### src/rtl/mem_arbiter_pkg.sv
// Shared types for the instruction/data to physical-memory arbiter.
// Grant selection lives here so the tie-break rule reads in one place.
package mem_arbiter_pkg;

    typedef logic [15:0] lc3b_word;
    typedef logic [1:0]  lc3b_mem_wmask;

    typedef enum logic [1:0] {
        ARB_IDLE,
        ARB_IFETCH,
        ARB_DACCESS
    } lc3b_arb_state;

    typedef enum logic {
        ARB_INSTR,
        ARB_DATA
    } lc3b_arb_port;

    typedef struct packed {
        logic          write;
        lc3b_word      address;
        lc3b_word      wdata;
        lc3b_mem_wmask byte_enable;
    } arb_txn_t;

    localparam lc3b_mem_wmask BE_ALL = 2'b11;

    // Policy 0: data wins ties; otherwise alternate away from the last tie winner.
    function automatic lc3b_arb_port pick_port(input logic         pend_i,
                                               input logic         pend_d,
                                               input int unsigned  policy,
                                               input lc3b_arb_port last);
        if (!pend_d)
            return ARB_INSTR;
        if (!pend_i)
            return ARB_DATA;
        if (policy == 0)
            return ARB_DATA;
        return (last == ARB_DATA) ? ARB_INSTR : ARB_DATA;
    endfunction

endpackage

### src/rtl/mem_arbiter_if.sv
// CPU-side split ports and the physical-memory port of the arbiter.
// slave: the arbiter; master: the environment driving requests and memory.
interface mem_arbiter_if;
    import mem_arbiter_pkg::*;

    logic          instruction_request;
    lc3b_word      instruction_address;
    lc3b_word      instr;
    logic          instruction_response;

    logic          data_request;
    logic          write_enable;
    lc3b_word      mem_address;
    lc3b_word      write_data;
    lc3b_mem_wmask mem_byte_enable;
    lc3b_word      mem_rdata;
    logic          data_response;

    logic          pmem_read;
    logic          pmem_write;
    lc3b_word      pmem_address;
    lc3b_word      pmem_wdata;
    lc3b_mem_wmask pmem_byte_enable;
    lc3b_word      pmem_rdata;
    logic          pmem_resp;

    modport slave (
        input  instruction_request, instruction_address,
        output instr, instruction_response,
        input  data_request, write_enable, mem_address, write_data, mem_byte_enable,
        output mem_rdata, data_response,
        output pmem_read, pmem_write, pmem_address, pmem_wdata, pmem_byte_enable,
        input  pmem_rdata, pmem_resp
    );

    modport master (
        output instruction_request, instruction_address,
        input  instr, instruction_response,
        output data_request, write_enable, mem_address, write_data, mem_byte_enable,
        input  mem_rdata, data_response,
        input  pmem_read, pmem_write, pmem_address, pmem_wdata, pmem_byte_enable,
        output pmem_rdata, pmem_resp
    );

endinterface

### src/rtl/mem_arbiter_resp.sv
// Per-port response side: served flag (the four-phase response) and read-data register.
module arb_port_resp
    import mem_arbiter_pkg::*;
(
    input  logic     clk,
    input  logic     rst,
    input  logic     request,
    input  logic     complete,
    input  logic     is_read,
    input  lc3b_word rdata_in,
    output logic     served,
    output lc3b_word rdata
);

    // A completion only counts while the requester still holds its request.
    always_ff @(posedge clk or posedge rst) begin
        if (rst) begin
            served <= 1'b0;
            rdata  <= '0;
        end else begin
            if (!request)
                served <= 1'b0;
            else if (complete)
                served <= 1'b1;

            if (complete && request && is_read)
                rdata <= rdata_in;
        end
    end

endmodule

### src/rtl/mem_arbiter.sv
// Merges the fetch and MEM-stage ports onto one physical-memory port.
// One transaction in flight at a time; pmem_* come straight from registers.
module mem_arbiter
    import mem_arbiter_pkg::*;
#(
    parameter int unsigned ARB_POLICY = 0
) (
    input logic          clk,
    input logic          rst,
    mem_arbiter_if.slave bus
);

    lc3b_arb_state state;
    lc3b_arb_port  last_grant;
    lc3b_arb_port  grant;
    arb_txn_t      txn;
    logic          rd_strobe;
    logic          wr_strobe;

    logic          served_i;
    logic          served_d;
    logic          pend_i;
    logic          pend_d;
    logic          complete_i;
    logic          complete_d;
    lc3b_word      instr_q;
    lc3b_word      rdata_q;

    assign pend_i     = bus.instruction_request & ~served_i;
    assign pend_d     = bus.data_request & ~served_d;
    assign grant      = pick_port(pend_i, pend_d, ARB_POLICY, last_grant);
    assign complete_i = (state == ARB_IFETCH)  & bus.pmem_resp;
    assign complete_d = (state == ARB_DACCESS) & bus.pmem_resp;

    // Grants are taken only from IDLE, so the completion edge never re-grants.
    always_ff @(posedge clk or posedge rst) begin
        if (rst) begin
            state      <= ARB_IDLE;
            last_grant <= ARB_DATA;
            txn        <= '0;
            rd_strobe  <= 1'b0;
            wr_strobe  <= 1'b0;
        end else begin
            case (state)
                ARB_IDLE: begin
                    if (pend_i || pend_d) begin
                        if (pend_i && pend_d && (ARB_POLICY != 0))
                            last_grant <= grant;
                        if (grant == ARB_DATA) begin
                            state           <= ARB_DACCESS;
                            txn.write       <= bus.write_enable;
                            txn.address     <= bus.mem_address;
                            txn.wdata       <= bus.write_data;
                            txn.byte_enable <= bus.write_enable ? bus.mem_byte_enable : BE_ALL;
                            rd_strobe       <= ~bus.write_enable;
                            wr_strobe       <= bus.write_enable;
                        end else begin
                            state           <= ARB_IFETCH;
                            txn.write       <= 1'b0;
                            txn.address     <= bus.instruction_address;
                            txn.wdata       <= '0;
                            txn.byte_enable <= BE_ALL;
                            rd_strobe       <= 1'b1;
                            wr_strobe       <= 1'b0;
                        end
                    end
                end
                ARB_IFETCH, ARB_DACCESS: begin
                    if (bus.pmem_resp) begin
                        state     <= ARB_IDLE;
                        rd_strobe <= 1'b0;
                        wr_strobe <= 1'b0;
                    end
                end
                default: begin
                    state     <= ARB_IDLE;
                    rd_strobe <= 1'b0;
                    wr_strobe <= 1'b0;
                end
            endcase
        end
    end

    arb_port_resp u_instr_resp (
        .clk      (clk),
        .rst      (rst),
        .request  (bus.instruction_request),
        .complete (complete_i),
        .is_read  (1'b1),
        .rdata_in (bus.pmem_rdata),
        .served   (served_i),
        .rdata    (instr_q)
    );

    arb_port_resp u_data_resp (
        .clk      (clk),
        .rst      (rst),
        .request  (bus.data_request),
        .complete (complete_d),
        .is_read  (~txn.write),
        .rdata_in (bus.pmem_rdata),
        .served   (served_d),
        .rdata    (rdata_q)
    );

    assign bus.instr                = instr_q;
    assign bus.instruction_response = served_i;
    assign bus.mem_rdata            = rdata_q;
    assign bus.data_response        = served_d;

    assign bus.pmem_read        = rd_strobe;
    assign bus.pmem_write       = wr_strobe;
    assign bus.pmem_address     = txn.address;
    assign bus.pmem_wdata       = txn.wdata;
    assign bus.pmem_byte_enable = txn.byte_enable;

endmodule

### src/flat_wrapper.sv
// flat-port wrapper written by rule: the top's interface ports become plain ports
module mem_arbiter_flat import mem_arbiter_pkg::*;
#(
    parameter int unsigned ARB_POLICY = 0
)
  (clk, rst, bus_instruction_request, bus_instruction_address, bus_instr, bus_instruction_response, bus_data_request, bus_write_enable, bus_mem_address, bus_write_data, bus_mem_byte_enable, bus_mem_rdata, bus_data_response, bus_pmem_read, bus_pmem_write, bus_pmem_address, bus_pmem_wdata, bus_pmem_byte_enable, bus_pmem_rdata, bus_pmem_resp);
  mem_arbiter_if bus_i ();
  input logic clk;
  input logic rst;
  input wire logic [$bits(bus_i.instruction_request)-1:0] bus_instruction_request;
  input wire logic [$bits(bus_i.instruction_address)-1:0] bus_instruction_address;
  output wire logic [$bits(bus_i.instr)-1:0] bus_instr;
  output wire logic [$bits(bus_i.instruction_response)-1:0] bus_instruction_response;
  input wire logic [$bits(bus_i.data_request)-1:0] bus_data_request;
  input wire logic [$bits(bus_i.write_enable)-1:0] bus_write_enable;
  input wire logic [$bits(bus_i.mem_address)-1:0] bus_mem_address;
  input wire logic [$bits(bus_i.write_data)-1:0] bus_write_data;
  input wire logic [$bits(bus_i.mem_byte_enable)-1:0] bus_mem_byte_enable;
  output wire logic [$bits(bus_i.mem_rdata)-1:0] bus_mem_rdata;
  output wire logic [$bits(bus_i.data_response)-1:0] bus_data_response;
  output wire logic [$bits(bus_i.pmem_read)-1:0] bus_pmem_read;
  output wire logic [$bits(bus_i.pmem_write)-1:0] bus_pmem_write;
  output wire logic [$bits(bus_i.pmem_address)-1:0] bus_pmem_address;
  output wire logic [$bits(bus_i.pmem_wdata)-1:0] bus_pmem_wdata;
  output wire logic [$bits(bus_i.pmem_byte_enable)-1:0] bus_pmem_byte_enable;
  input wire logic [$bits(bus_i.pmem_rdata)-1:0] bus_pmem_rdata;
  input wire logic [$bits(bus_i.pmem_resp)-1:0] bus_pmem_resp;
  assign bus_i.instruction_request = bus_instruction_request;
  assign bus_i.instruction_address = bus_instruction_address;
  assign bus_instr = bus_i.instr;
  assign bus_instruction_response = bus_i.instruction_response;
  assign bus_i.data_request = bus_data_request;
  assign bus_i.write_enable = bus_write_enable;
  assign bus_i.mem_address = bus_mem_address;
  assign bus_i.write_data = bus_write_data;
  assign bus_i.mem_byte_enable = bus_mem_byte_enable;
  assign bus_mem_rdata = bus_i.mem_rdata;
  assign bus_data_response = bus_i.data_response;
  assign bus_pmem_read = bus_i.pmem_read;
  assign bus_pmem_write = bus_i.pmem_write;
  assign bus_pmem_address = bus_i.pmem_address;
  assign bus_pmem_wdata = bus_i.pmem_wdata;
  assign bus_pmem_byte_enable = bus_i.pmem_byte_enable;
  assign bus_i.pmem_rdata = bus_pmem_rdata;
  assign bus_i.pmem_resp = bus_pmem_resp;
  mem_arbiter #(.ARB_POLICY(ARB_POLICY)) u_core (.clk(clk), .rst(rst), .bus(bus_i));
endmodule
### config.mk
export PLATFORM = sky130hd
export DESIGN_NAME = mem_arbiter_flat
export DESIGN_NICKNAME = d
export VERILOG_FILES = /design/src/rtl/mem_arbiter_pkg.sv /design/src/rtl/mem_arbiter_if.sv /design/src/rtl/mem_arbiter_resp.sv /design/src/rtl/mem_arbiter.sv /design/src/flat_wrapper.sv
export SDC_FILE = /design/constraint.sdc
export NUM_CORES = 1
export LEC_CHECK = 0
export CELL_PAD_IN_SITES_DETAIL_PLACEMENT = 0
export CELL_PAD_IN_SITES_GLOBAL_PLACEMENT = 2
export CORE_MARGIN = 2
export CORE_UTILIZATION = 25
export CTS_BUF_LIST = sky130_fd_sc_hd__clkbuf_4
export CTS_CLUSTER_SIZE = 28
export DETAILED_ROUTE_END_ITERATION = 16
export MAX_ROUTING_LAYER = met4
export PLACE_DENSITY_LB_ADDON = 0.12
export SYNTH_ARGS = -nofsm -noshare
export SYNTH_HDL_FRONTEND = slang
export SYNTH_SLANG_ARGS = --single-unit
export TNS_END_PERCENT = 5
### constraint.sdc
create_clock -name clk -period 2.3 [get_ports clk]
set_clock_uncertainty 0.15 [all_clocks]
set_input_delay 0.46 -clock clk [delete_from_list [all_inputs] [get_ports clk]]
set_output_delay 0.46 -clock clk [all_outputs]
set_load 0.02 [all_outputs]
# After elaboration in Yosys (flattened, before gate mapping)
# Cells that the tools add are included.
# Widths: inputs -> output; s select.
[classes]
n_eq_ne = 6
muxes = 27
bitwise_logic = 8
n_reduce_logical = 8
[op_table]
columns = ["operator", "count"]
rows = [
  ["$mux 35", 1],
  ["$mux 1", 19],
  ["$mux 2", 4],
  ["$ne 2x1->1 const B", 3],
  ["$and 1x1->1", 4],
  ["$not 1->1", 4],
  ["$pmux 1 s2", 2],
  ["$pmux 2 s2", 1],
  ["$reduce_and 2->1", 2],
  ["$logic_and 1x1->1", 3],
  ["$eq 2x1->1 const B", 1],
  ["$eq 2x2->1 const B", 1],
  ["$logic_not 2->1", 1],
  ["$ne 2x2->1 const B", 1],
  ["$reduce_or 2->1", 1],
  ["$logic_or 1x1->1", 1],
]
[word_totals]
reg_bits = 73
in_bits = 72
word_cells = 60

# Longest topological paths before layout
# Gate-level depths: netlist (run 1).
[logic_depth]
word_depth = 12
depth_mapped = 6
ltp_nobuf = 5

# Hierarchy
# From an unflattened synthesis (run 1), not the netlist that was laid out.
[unflattened]
cells_unflattened = 238
area_unflattened_um2 = 3445.8
[modules_own_cells]
columns = ["mod", "n_inst", "cells_per_inst", "area_each_um2", "seq_area_each_um2"]
rows = [
  ["mem_arbiter", 1, 164, 2079.5, 975.9],
  ["arb_port_resp", 2, 37, 683.2, 425.4],
]

# Worst setup path before layout (run 1)
# Ideal clock, no wire load.
[synth_timing]
kind = "register to register"
startpoint = "reg u_core.state[0]"
endpoint = "reg u_core.txn, in the netlist u_core.bus.pmem_address[0]"
setup_time_ns = 0.125
t_arrival_ns = 1.488
t_required_ns = 2.025
path_slack_ns = 0.537
stages_incl_launch_ff = 7
n_path_buf = 2
path_cell_list = "dfrtp_1 inv_1 ha_1 a21boi_1 buf_4 buf_6 mux2_2"
[synth_between]
elab_chain_len = 2
[synth_rtl]
columns = ["element", "line_no", "source"]
rows = [
  ["start, declared", "mem_arbiter.sv:13", "lc3b_arb_state state;"],
  ["start signal, assigned", "mem_arbiter.sv:38", "state <= ARB_IDLE;"],
  ["start signal, assigned", "mem_arbiter.sv:50", "state <= ARB_DACCESS;"],
  ["start signal, assigned", "mem_arbiter.sv:58", "state <= ARB_IFETCH;"],
  ["$logic_not 2->1", "mem_arbiter.sv:44", "case (state)"],
  ["$reduce_and 2->1 (no line)", "-", ""],
  ["end, declared", "mem_arbiter.sv:16", "arb_txn_t txn;"],
]
# No other way between the ends.
# A chain may end at the register's enable or synchronous reset.

# Worst setup path after layout (run 1)
[layout_timing]
startpoint = "reg u_core.u_data_resp.served"
endpoint = "out bus_data_response"
[layout_lines]
columns = ["element", "line_no", "source"]
rows = [
  ["start, declared", "mem_arbiter_resp.sv:11", "output logic served,"],
  ["start signal, assigned", "mem_arbiter_resp.sv:18", "served <= 1'b0;"],
  ["start signal, assigned", "mem_arbiter_resp.sv:22", "served <= 1'b0;"],
  ["start signal, assigned", "mem_arbiter_resp.sv:24", "served <= 1'b1;"],
  ["end, declared", "flat_wrapper.sv:20", "output wire logic [$bits(bus_i.data_response)-1:0] bus_data_response;"],
]
# No word-level cell between the ends.

==> results of run 1 <==
[path summary, 6_finish.rpt]
| check | start | end | slack [ns] |
|---|---|---|---|
| max in group asynchronous | rst | u_core.bus.pmem_address[3] | 1.33 |
| min in group clk | u_core.u_instr_resp.rdata[10] | u_core.u_instr_resp.rdata[10] | 0.37 |
| worst min register to register | u_core.u_instr_resp.rdata[10] | u_core.u_instr_resp.rdata[10] | 0.37 |
| worst max register to register | u_core.state[0] | u_core.bus.pmem_address[6] | 0.60 |
| worst min-delay path | rst | u_core.u_data_resp.rdata[1] | 0.13 |
| worst max-delay path | u_core.u_data_resp.served | bus_data_response | 0.16 |
[logic make-up (layout without fill, tap and decap cells)]
kind of cell    Yosys count  count (layout)  share of synthesized area (%)
simple gates             14              14                           2.83
flops                    73              73                           55.9
fa+ha+maj                 3               3                           1.15
mux                      64              64                           22.0
compound gates           31              31                           7.54
buf+inv                  48             175                           10.6
[layout make-up]
cell class / count / area [um2] / share of cell area, %
tap: 172 / 215 / 4.42
sequential: 73 / 1830 / 37.5
timing repair buffer: 155 / 1550 / 31.9
clock inverter: 6 / 82.6 / 1.69
inverter: 4 / 18.8 / 0.385
multi-input combinational: 112 / 1100 / 22.6
clock buffer: 10 / 75.1 / 1.54
[routing by layer]
layer  vias to the layer above  share of wire, %  GRT usage, %
met4                         0               1.4          4.24
li1                       1027                 -             -
met1                      1083                43          14.0
met2                        78                49          19.0
met5                         -                 0             -
met3                        10               6.7          5.36
[placed cells by master, fill, tap and decap left out]
cell type / netlist / routed
a21bo_4: 1 / 1
a21boi_0: 1 / 1
a21boi_2: 0 / 1
a21oi_1: 5 / 5
a22o_1: 16 / 16
and3b_1: 1 / 1
buf_12: 0 / 3
buf_4: 35 / 11
bufinv_16: 0 / 2
clkbuf_4: 0 / 10
clkdlybuf4s50_1: 0 / 141
clkinv_2: 0 / 3
clkinvlp_4: 0 / 2
dfrtp_1: 73 / 73
ha_1: 3 / 3
inv_1: 4 / 3
mux2_2: 64 / 64
nand2_1: 3 / 3
nand2b_1: 2 / 2
nand3_2: 1 / 1
nand4_1: 1 / 1
nand4_2: 1 / 1
nor2b_1: 5 / 5
o211ai_1: 1 / 1
o21ai_0: 2 / 2
o22a_1: 3 / 3
o22ai_1: 1 / 1
[flip-flops by register name (all words and copies together) (netlist names)]
name,cells
u_core.bus.pmem_address,16
u_core.bus.pmem_wdata,16
u_core.u_data_resp.rdata,16
u_core.u_instr_resp.rdata,16
u_core.bus.pmem_byte_enable,2
u_core.state,2
u_core.bus.pmem_read,1
u_core.bus.pmem_write,1
u_core.txn,1
u_core.u_data_resp.served,1
u_core.u_instr_resp.served,1
[report_power, final]
part           internal [mW]  total [mW]  switching (mW)
logic                   1.78        3.26            1.48
clock network          0.447       0.934           0.487
registers               1.88        2.17           0.299
total                   4.10        6.37            2.27
==> run summary, run 1 <==
Largest net degree at the start of global routing: 46
Layout area overhead: 49.0%
Final GP Congestion: 0.674
Post-Place Worst Slack: 0.130 ns
Part of the cycle the worst path needs: 93.1%
CTS tree: done
Initial drt markers: 90
I/O pins: 142
Buf+Inv Stages, Crit Path: 1
#FFs+latches synth: 73
Final Non-Filler Cells: 532
Syn Nets: 308
CP Capture Type: output port
FMAX: 467 MHz
Hpwl dp: 5.67 mm
Worst Tran Pin Value: 0.260 ns
Die X: 118 um
Clock buffer count from CTS: 9
Hold Path Class: input port to asynchronous set/reset pin
Synthesized area per cell: 14.0 um2
Vias per inst: 4.13
CTS Root Cell: clkbuf_4
Core Region: 0.0127 mm2
Reg2Reg Depth: 5
Routed WL per cell: 14.8 um
Top-area cell type share of the netlist area: 55.9%
Final Max Slew Viols: 0
Dpl cells: 516
Area leader, netlist: dfrtp_1
Total inserted antenna cells: 0
Worst Path Arrival: 1.53 ns
Worst endpoint required time: 1.69 ns
Hold_buf cts: 0
Final core occ: 38.3%
Yosys cell types: 24
DRT Pass-1 Iters: 4
Clock transition at path regs: 0.13 ns
Pleak: 2.03 nW
H-tree depth: 3
Crit start category: flop
Vias in the first global route: 2,397
CTS Sinks: 73
# DRC: 0
RSZ-0062 raised after global routing: no
Final setup fails: 0
Initial Utilization: 25.7%
Post-CTS resize count: 0
Synthesized area: 0.00327 mm2
Max Cap Viol: 0
Die height: 118 um
Final #Nets: 430
Post-DP Area: 0.00472 mm2
Worst path depth: 1
Critical path's largest stage delay: 0.65 ns
Worst-path maximum fanout: 5
Worst IR drop on VDD: 0.630 mV
Synth cell count leaders: dfrtp_1 (73), mux2_2 (64), buf_4 (35)
Top FF cell, synth: dfrtp_1
Number of synthesized flops with an enable pin: 0
Postcts setup bufs: 0
IO Port Bufs: 141
Share of post-route cells with drive strength above 1: 27.5%
Pwr dens: 1310 mW/mm2
CP Cell Sequence: clkdlybuf4s50_1
Num rows: 41
Design Power: 6.37 mW
Fin. Hold Viols: 0
Setup ws final: 0.159 ns
Total wire length: 7.88 mm
GRT overflow: 0
Most common cell in the netlist: dfrtp_1
Seq/Total Area, Yosys: 55.9%
Cell family with most CP delay: buffers and inverters
Clk Latency, worst-skew pair: 0.45 ns
Synth async-reset ratio: 100%
Ranking of synthesized cells by area: dfrtp_1 (56%), mux2_2 (22%), buf_4 (8.0%), a22o_1 (4.3%), buf_6 (1.4%)
Clock Path Buffers: 2
Worst hold margin: 0.128 ns
Antenna violations before repair: 0
Slew margin rel.: 82.6%
Status: finished, final reports clean
Total track usage: 12.2%
Final ANT Viol Nets: 0
Synth warn: 1
Fillers: 1,287
Setup TNS: 0 ns
Gate Count Post-Synth: 233
Post-layout instance area: 0.00487 mm2
CP max stage cell: clkdlybuf4s50_1
First-pass GRT wire length: 12.6 mm
Vias after detailed routing: 2,198
Die area: 0.0140 mm2
Critical path type: flop to output port
Post-route minimum period: 2.14 ns
(Power assumes the default switching activity.)
==> run 2: changes to the inputs <==
Settings changed: CTS_CLUSTER_DIAMETER set to 100.
==> results of run 2 <==
No change in the layout: final DEF, timing and power equal those of run 1.
==> run 3: changes to the inputs <==
Settings changed: CELL_PAD_IN_SITES_DETAIL_PLACEMENT 0 to not set, CELL_PAD_IN_SITES_GLOBAL_PLACEMENT 2 to not set, CORE_UTILIZATION 25 to 39.
==> run 3 against run 2 <==
Sequential share of layout area is 0.89 points higher. Utilization up 20 points. Critical path depth unchanged. Non-clock buffer count shrank 4. Cell count decreased by 13%. Worst setup slack improved by 0.046 ns. Global-route usage grew 4.2 points. Fmax grew 2.2%. Sequential cell count stayed put. Clock-buffer cell count fell by 1. Clock power down 12%. Critical path type unchanged. Largest power group unchanged.
==> run summary, run 3 (synthesis results as in run 1) <==
Status: finished, final reports clean
Initial Utilization: 40.0% (+14 points)
Layout area overhead: 45.6%
RSZ-0062 raised after global routing: no
Num rows: 33 (-20%)
Post-layout instance area: 0.00476 mm2 (-2.3%)
Vias after detailed routing: 2,188 (-0.45%)
Pleak: 2.00 nW (-1.6%)
Fillers: 694 (-46%)
Hpwl dp: 5.10 mm (-10%)
Antenna violations before repair: 0 (unchanged)
Die height: 95.6 um (-19%)
CTS Sinks: 73 (unchanged)
Final ANT Viol Nets: 0 (unchanged)
Post-DP Area: 0.00461 mm2 (-2.1%)
Setup TNS: 0 ns (unchanged)
Final setup fails: 0 (unchanged)
Critical path's largest stage delay: 0.64 ns (about the same)
Worst hold margin: 0.276 ns (+0.148 ns)
Slew margin rel.: 65.4% (-17 points)
I/O pins: 142 (unchanged)
Worst-path maximum fanout: 5 (unchanged)
CP Cell Sequence: clkdlybuf4s50_1
IO Port Bufs: 141 (unchanged)
Multi-input logic area: 0.00110 mm2 (unchanged)
Setup ws final: 0.205 ns (+0.0464 ns)
Design Power: 6.22 mW (-2.4%)
CTS tree: done
Largest net degree at the start of global routing: 31 (-33%)
Fin. Hold Viols: 0 (unchanged)
CP max stage cell: clkdlybuf4s50_1
Final #Nets: 426 (-0.93%)
Share of post-route cells with drive strength above 1: 26.7% (-0.81 points)
Pwr dens: 1310 mW/mm2 (about the same)
Register Area: 0.00183 mm2 (unchanged)
Worst Tran Pin Value: 0.518 ns (+0.258 ns)
Initial drt markers: 33 (-63%)
Worst Path Arrival: 1.48 ns (-0.05 ns)
Core Region: 0.00818 mm2 (-36%)
Part of the cycle the worst path needs: 91.1% (-2.0 points)
Routed WL per cell: 15.3 um (+3.0%)
CTS Root Cell: clkbuf_4
Commonest non-fill, non-tap cell in the layout: clkdlybuf4s50_1
FMAX: 477 MHz (+2.2%)
DRT Pass-1 Iters: 4 (unchanged)
Crit start category: flop
Worst endpoint required time: 1.69 ns (about the same)
Dpl cells: 445 (-14%)
Clk Latency, worst-skew pair: 0.41 ns (-0.04 ns)
# DRC: 0 (unchanged)
H-tree depth: 3 (unchanged)
Worst IR drop on VDD: 0.865 mV (+37%)
GRT overflow: 0 (unchanged)
Total inserted antenna cells: 0 (unchanged)
Buf+Inv Stages, Crit Path: 1 (unchanged)
Clock buffer count from CTS: 9 (unchanged)
Die X: 95.6 um (-19%)
Final Non-Filler Cells: 461 (-13%)
Cell family with most CP delay: buffers and inverters
Most frequent cells in the layout: clkdlybuf4s50_1 (141), dfrtp_1 (73), mux2_2 (64), a22o_1 (16), clkbuf_4 (9)
First-pass GRT wire length: 11.0 mm (-13%)
Total wire length: 7.03 mm (-11%)
Final GP Congestion: 0.768 (+14%)
Clock transition at path regs: 0.12 ns (about the same)
Critical path type: flop to output port
Final core occ: 58.2% (+20 points)
Vias per inst: 4.75 (+15%)
Die area: 0.00913 mm2 (-35%)
Post-CTS resize count: 0 (unchanged)
Max Cap Viol: 0 (unchanged)
CP Capture Type: output port
Clock Path Buffers: 2 (unchanged)
Hold_buf cts: 0 (unchanged)
Hold Path Class: input port to asynchronous set/reset pin
Final Max Slew Viols: 0 (unchanged)
Post-Place Worst Slack: 0.0956 ns (-0.0346 ns)
Total track usage: 16.5% (+4.2 points)
Postcts setup bufs: 0 (unchanged)
Post-route minimum period: 2.09 ns (-0.0464 ns)
Vias in the first global route: 2,206 (-8.0%)
==> run 3: cell count changes in the layout (fill, tap and decap cells not counted), sizes merged <==
cell,previous run,this run
buf,14,10
bufinv,2,1
clkbuf,10,9
clkinv,3,1
clkinvlp,2,4
inv,3,5
==> run 3: area by class of cell <==
| cell class | count | area share [%] |
|---|---|---|
| Sequential cell | 73 | 38.4 |
| Inverter | 4 | 0.394 |
| Clock buffer | 9 | 1.42 |
| Multi-Input combinational cell | 112 | 23.1 |
| Clock inverter | 7 | 1.66 |
| Timing Repair Buffer | 151 | 32.3 |
| Tap cell | 105 | 2.76 |
==> run 3: path summary, 6_finish.rpt <==
kind                                      startpoint                             to  slack (ns)  cells after the start
setup / recovery           u_core.u_data_resp.served              bus_data_response        0.21                      1
hold / removal                                   rst       u_core.bus.pmem_wdata[3]        0.28                      2
setup reg to reg                     u_core.state[1]     u_core.bus.pmem_address[5]        0.45                      5
hold reg to reg                 u_core.bus.pmem_read           u_core.bus.pmem_read        0.36                      1
max in group asynchronous                        rst  u_core.u_instr_resp.rdata[12]        1.21                      3
min in group clk                u_core.bus.pmem_read           u_core.bus.pmem_read        0.36                      1
==> run 3: power breakdown <==
| part | internal, mW | total [mW] | leakage (nW) | switching, mW |
|---|---|---|---|---|
| clock network | 0.340 | 0.822 | 0.0692 | 0.482 |
| logic | 1.75 | 3.23 | 1.04 | 1.47 |
| registers | 1.87 | 2.17 | 0.891 | 0.296 |
==> run 3: metal layers <==
layer	vias to the layer above	GRT usage (%)	share of wire (%)
met4	0	3.93	0.90
met1	1073	20.2	43
li1	1030	-	-
met5	-	-	0
met2	79	25.8	48
met3	6	6.17	8.0
